**src/rtl/pc_sequencer_pkg.sv**
```systemverilog
// Shared processor package: run-control state encoding and default widths
// for the PC sequencer.
package pc_sequencer_pkg;

  localparam int PC_W_DEF  = 3;
  localparam int CNT_W_DEF = 16;

  typedef enum logic [1:0] {
    ST_HALTED = 2'd0,
    ST_RUN    = 2'd1,
    ST_STEP   = 2'd2
  } seq_state_e;

endpackage

```
**src/rtl/pc_sequencer_pc_next_logic.sv**
```systemverilog
// Combinational next-PC selection: jump, taken branch, or sequential.
// All arithmetic wraps modulo 2^PC_W.
module pc_next_logic
  import pc_sequencer_pkg::*;
#(
  parameter int PC_W = PC_W_DEF
) (
  input  logic [PC_W-1:0] i_pc,
  input  logic            i_sig_jump,
  input  logic            i_sig_branch,
  input  logic            i_zero_flag,
  input  logic [PC_W-1:0] i_br_off,
  input  logic [PC_W-1:0] i_jump_target,
  output logic [PC_W-1:0] o_next_pc
);

  logic [PC_W-1:0] w_pc_inc;

  // br_off is already PC_W wide, so adding it modulo 2^PC_W is the sign-extended add.
  assign w_pc_inc = i_pc + PC_W'(1);

  always_comb begin
    o_next_pc = w_pc_inc;
    if (i_sig_jump) begin
      o_next_pc = i_jump_target;
    end else if (i_sig_branch && i_zero_flag) begin
      o_next_pc = w_pc_inc + i_br_off;
    end
  end

endmodule

```
**src/rtl/pc_sequencer.sv**
```systemverilog
// Run-control / program-counter sequencer: HALTED/RUN/STEP FSM, PC register,
// commit enable and retired-instruction counter. Optional breakpoint: PC_SEQ_BREAKPOINT_EN.
module pc_sequencer
  import pc_sequencer_pkg::*;
#(
  parameter int PC_W  = PC_W_DEF,
  parameter int CNT_W = CNT_W_DEF
) (
  input  logic             clk,
  input  logic             rst,
  input  logic             run_req,
  input  logic             step_req,
  input  logic             halt_req,
  input  logic             load_en,
  input  logic [PC_W-1:0]  load_pc,
  input  logic             sig_jump,
  input  logic             sig_branch,
  input  logic             zero_flag,
  input  logic [PC_W-1:0]  br_off,
  input  logic [PC_W-1:0]  jump_target,
  output logic [PC_W-1:0]  pc,
  output logic             exec_en,
  output logic             halted,
  output logic [CNT_W-1:0] retired
`ifdef PC_SEQ_BREAKPOINT_EN
  ,
  input  logic             bp_en,
  input  logic [PC_W-1:0]  bp_addr,
  output logic             bp_hit
`endif
);

  seq_state_e       r_state;
  seq_state_e       w_state_next;
  logic [PC_W-1:0]  r_pc;
  logic [PC_W-1:0]  w_pc_next;
  logic [PC_W-1:0]  w_seq_pc;
  logic [CNT_W-1:0] r_retired;
  logic             w_exec_en;

  pc_next_logic #(
    .PC_W (PC_W)
  ) u_pc_next_logic (
    .i_pc          (r_pc),
    .i_sig_jump    (sig_jump),
    .i_sig_branch  (sig_branch),
    .i_zero_flag   (zero_flag),
    .i_br_off      (br_off),
    .i_jump_target (jump_target),
    .o_next_pc     (w_seq_pc)
  );

`ifdef PC_SEQ_BREAKPOINT_EN
  logic r_resume;
  logic w_bp_stop;

  // The first RUN cycle after HALTED skips the breakpoint so execution can resume from it.
  assign w_bp_stop = (r_state == ST_RUN) && bp_en && (r_pc == bp_addr) && !r_resume;
  assign bp_hit    = w_bp_stop;

  always_ff @(posedge clk or posedge rst) begin
    if (rst) begin
      r_resume <= 1'b0;
    end else begin
      r_resume <= (r_state == ST_HALTED) && (w_state_next == ST_RUN);
    end
  end
`endif

  always_comb begin
    w_state_next = r_state;
    w_pc_next    = r_pc;
    w_exec_en    = 1'b0;
    case (r_state)
      ST_HALTED: begin
        if (load_en) begin
          w_pc_next = load_pc;
        end else if (halt_req) begin
          w_state_next = ST_HALTED;
        end else if (step_req) begin
          w_state_next = ST_STEP;
        end else if (run_req) begin
          w_state_next = ST_RUN;
        end
      end
      ST_RUN: begin
        w_exec_en = 1'b1;
        if (load_en) begin
          w_pc_next    = load_pc;
          w_state_next = ST_HALTED;
        end else if (halt_req) begin
          w_pc_next    = w_seq_pc;
          w_state_next = ST_HALTED;
        end else begin
          w_pc_next = w_seq_pc;
        end
`ifdef PC_SEQ_BREAKPOINT_EN
        // Breakpoint suppresses the commit and freezes pc; a manual load still applies.
        if (w_bp_stop) begin
          w_exec_en    = 1'b0;
          w_state_next = ST_HALTED;
          w_pc_next    = load_en ? load_pc : r_pc;
        end
`endif
      end
      ST_STEP: begin
        w_exec_en    = 1'b1;
        w_pc_next    = load_en ? load_pc : w_seq_pc;
        w_state_next = ST_HALTED;
      end
      default: begin
        w_state_next = ST_HALTED;
      end
    endcase
  end

  always_ff @(posedge clk or posedge rst) begin
    if (rst) begin
      r_state   <= ST_HALTED;
      r_pc      <= '0;
      r_retired <= '0;
    end else begin
      r_state <= w_state_next;
      r_pc    <= w_pc_next;
      if (w_exec_en && (r_retired != {CNT_W{1'b1}})) begin
        r_retired <= r_retired + CNT_W'(1);
      end
    end
  end

  assign pc      = r_pc;
  assign exec_en = w_exec_en;
  assign halted  = (r_state == ST_HALTED);
  assign retired = r_retired;

endmodule

```
**config.mk**
```make
export PLATFORM = sky130hd
export DESIGN_NAME = pc_sequencer
export DESIGN_NICKNAME = d
export VERILOG_FILES = /design/src/rtl/pc_sequencer_pkg.sv /design/src/rtl/pc_sequencer_pc_next_logic.sv /design/src/rtl/pc_sequencer.sv
export SDC_FILE = /design/constraint.sdc
export NUM_CORES = 1
export LEC_CHECK = 0
export ABC_CLOCK_PERIOD_IN_PS = 1800
export CORE_ASPECT_RATIO = 0.6
export CORE_MARGIN = 5
export CORE_UTILIZATION = 44
export CTS_BUF_LIST = sky130_fd_sc_hd__clkbuf_4
export DETAILED_ROUTE_END_ITERATION = 6
export MAX_ROUTING_LAYER = met4
export PLACE_DENSITY = 0.8
export SYNTH_ARGS = -nofsm -noshare
export SYNTH_HDL_FRONTEND = slang
export SYNTH_SLANG_ARGS = --single-unit
```
**constraint.sdc**
```tcl
create_clock -name clk -period 1.8 [get_ports clk]
set_input_delay 0.18 -clock clk [delete_from_list [all_inputs] [get_ports clk]]
set_output_delay 0.18 -clock clk [all_outputs]
set_load 0.01 [all_outputs]
```
==> flow_metrics.py <==
metrics = {
    "sta": {
        "timing.fmax_mhz": 558,
        "maxSlewViolCount": 0,
        "max_slew_margin_pct": 77.9,
        "layout_worst_path_cycle_share_pct": 99.6,
        "hold_violation_total_from_the_final_report": 0,
        "final.setup.tns_ps": 0,
        "rsz0062_at_grt": "true",
        "setup_viol_count_final": 0,
        "timing.clock.skew_ps": 1.71,
        "timing_worst_slew_pin_value_ps": 332,
        "final_period_minus_worst_setup_slack_ps": 1790,
    },
    "setup_path": {
        "critical_path_required_ps": 1980,
        "reg2regPathDepth": 7,
        "end_kind": "flop",
        "path_buf_inv": 3,
        "slowest_stage_delay_on_critical_path_ps": 400,
        "worst_r2r_startpoint": "r_state[0]$_DFFE_PP0P_",
        "critical-path-slowest-cell": "sky130_fd_sc_hd__dfrtp_1",
        "critPathTopFamily": "compound AO/OA/AOI/OAI gates",
        "chain_of_cells_forming_the_critical_path": "inv_1 -> ha_4 -> buf_4 -> o21ai_1 -> inv_1 -> a221oi_1 -> o41ai_2",
        "timing.critical_path.depth": 7,
        "timing.reg2reg.setup_slack_ps": 7,
        "critical_path.max_fanout": 9,
        "worst_setup_path_start_kind": "flop",
        "cp_common_cell": "sky130_fd_sc_hd__inv_1",
        "setup.worst_path.class": "reg -> reg",
        "r2r-end": "pc[2]$_DFFE_PP0P_",
        "worst_ep_arrival_time_ps": 1970,
    },
    "global_routing": {
        "largest_net_degree_at_the_start_of_global_routing": 22,
        "grt_use_total_pct": 17.4,
        "antenna_found_initial": 0,
        "overflow_after_grt": 0,
        "grt_pass1_vias": 1123,
        "grt_pass1_wl_um": 5450,
    },
    "cells_and_area": {
        "n_antenna_cell": 0,
        "post-route-util_pct": 65.7,
        "nNetsFinal": 203,
        "layout.cells.most_common": "sky130_fd_sc_hd__clkdlybuf4s50_1",
        "final_cell_mix": "36 x sky130_fd_sc_hd__clkdlybuf4s50_1, 21 x sky130_fd_sc_hd__dfrtp_1, 11 x sky130_fd_sc_hd__xnor2_1, 10 x sky130_fd_sc_hd__a21oi_1, 9 x sky130_fd_sc_hd__nor2_1",
        "drive_above_1_share_pct": 19.1,
        "syn_to_final_growth_pct": 43.4,
    },
    "floorplan": {
        "fp.dieArea_sq_um": 4220,
        "pin_count": 39,
        "std_cell_rows": 15,
        "floorplan.core_area_sq_um": 2870,
        "die_h_um": 52.3,
        "initial_utilization_pct": 45.8,
        "die_x_um": 80.6,
    },
    "drt": {
        "detail_route.wl_per_cell_um": 14.9,
        "wl_um": 3270,
        "antenna_violating_nets_post_route": 0,
        "vias": 1195,
        "via_per_inst": 5.43,
        "route.detailed.drc": 0,
        "first_iter_violations": 56,
        "firstDrtPassIters": 5,
    },
    "yosys": {
        "synthDistinctLibCells": 43,
        "syn_nets": 153,
        "ys_async_rst_share_pct": 100,
        "ys_ff_latch": 21,
        "netlist_instances": 129,
        "dominantRegCellSynth": "sky130_fd_sc_hd__dfrtp_1",
        "synth_sequential_area_ratio_pct": 40.0,
        "synth_enable_flop_cells": 0,
        "synth_area_sq_um": 1320,
        "synth.yosys.warnings": 0,
        "post_synth.cell_area_avg_sq_um": 10.2,
    },
    "clock_tree": {
        "clock_tree.root_cell": "sky130_fd_sc_hd__clkbuf_4",
        "cts_sinks": 21,
        "cts_max_path_buffers": 2,
        "cts-buffers-inserted": 3,
        "cts_tree": "done",
        "clk-insertion-delay-late_ps": 300,
        "clkSlewWorstSetupHoldPaths_ps": 110,
        "h-tree-depth": 1,
        "cts_hold_buffers": 0,
    },
    "placed_design": {
        "sum_of_net_half_perimeters_after_detailed_placement_um": 2610,
        "gpl.final_weighted_congestion": 0.869,
        "port_buffers": 38,
    },
    "pwr": {
        "power.total_uw": 2360,
        "ir_worst_vdd_mv": 0.838,
        "leakage_uw": 0.000803,
        "power_density_nw_per_um2": 1250,
    },
    "outcome": {
        "status": "finished, final reports clean",
    },
    "flow_run": {
        "cap_violations": 0,
    },
    "worst_hold_path": {
        "hold_class": "in -> async",
    },
}
[power by group]
part	switching, uW	internal (uW)
Sequential	149	590
Combinational	637	742
Clock	138	102
Total	924	1430
[metrics by stage]
| step | cell area (sq um) | cells | hold WS (ps) | setup slack (ps) |
|---|---|---|---|---|
| 2_1_floorplan | 1320 | 129 | 157 | -42.3 |
| 4_1_cts | 1830 | 219 | 203 | -25.4 |
| 3_3_place_gp | 1790 | 215 | 480 | -89.8 |
| 6_report | 1890 | 220 | 198 | 7.02 |
| 3_5_place_dp | 1790 | 215 | 523 | -143 |
| 5_1_grt | 1890 | 220 | 206 | -103 |
[Yosys cell counts, drive strengths merged (4+ instances only)]
library cell / instances / area [sq um]
nand4: 4 / 46.3
and3: 5 / 33.8
nand3: 7 / 47.6
ha: 5 / 62.6
xnor2: 11 / 96.3
nand2: 7 / 26.3
a21oi: 10 / 50.1
dfrtp: 21 / 526
nor2: 10 / 40.0
o21ai: 4 / 31.3
inv: 10 / 37.5
o211ai: 5 / 42.5
[timing repair]
item / in CTS / in global routing
pin swaps: 0 / 2
endpoints found under the setup margin: 3 / 3
gates resized for setup: 6 / 9
buffers inserted: 0 / 1
[cell families (layout without fill, tap and decap cells)]
group	Yosys count	after routing	synth area share, %
muxes	3	3	2.47
adders and majority gates	6	6	6.28
and+or+nand+nor	44	44	22.1
AOI/OAI and AO/OA	30	30	16.2
DFF	21	21	40.0
xor gates and xnor gates	14	14	9.32
buffers and inverters	11	60	3.71
[per-layer routing]
metal / GRT usage [%] / vias to the layer above / share of wire [%]
li1: - / 569 / -
met1: 24.3 / 581 / 49
met2: 25.4 / 37 / 46
met3: 4.81 / 8 / 4.2
met4: 3.65 / 0 / 1.2
met5: - / - / 0
[registers in the layout, summed over array words and instances (netlist names)]
register	cells
retired	16
pc	3
r_state	2
[area by class of cell]
type | count | area, sq um
flip-flops and latches | 21 | 526
clock buffers | 4 | 30.0
fillers | 227 | 986
well taps | 42 | 52.6
multi-input cells | 97 | 795
inverters | 10 | 37.5
repair buffers | 46 | 445
[worst max path at each step]
stage	startpoint	to	slack, ps
detailed placement	br_off[0]	pc[2]$_DFFE_PP0P_	-140
finish	r_state[0]$_DFFE_PP0P_	pc[2]$_DFFE_PP0P_	7
global route	pc[0]$_DFFE_PP0P_	pc[2]$_DFFE_PP0P_	-100
CTS	pc[1]$_DFFE_PP0P_	pc[2]$_DFFE_PP0P_	-30
global placement	br_off[0]	pc[2]$_DFFE_PP0P_	-90
floorplan	pc[0]$_DFFE_PP0P_	pc[2]$_DFFE_PP0P_	-40
[tightest hold or removal path, stage by stage]
cell and delay, ps:
sky130_fd_sc_hd__clkdlybuf4s50_1 400, sky130_fd_sc_hd__inv_1 50, sky130_fd_sc_hd__buf_4 260
Note: power is estimated with default switching activity, not from simulation.
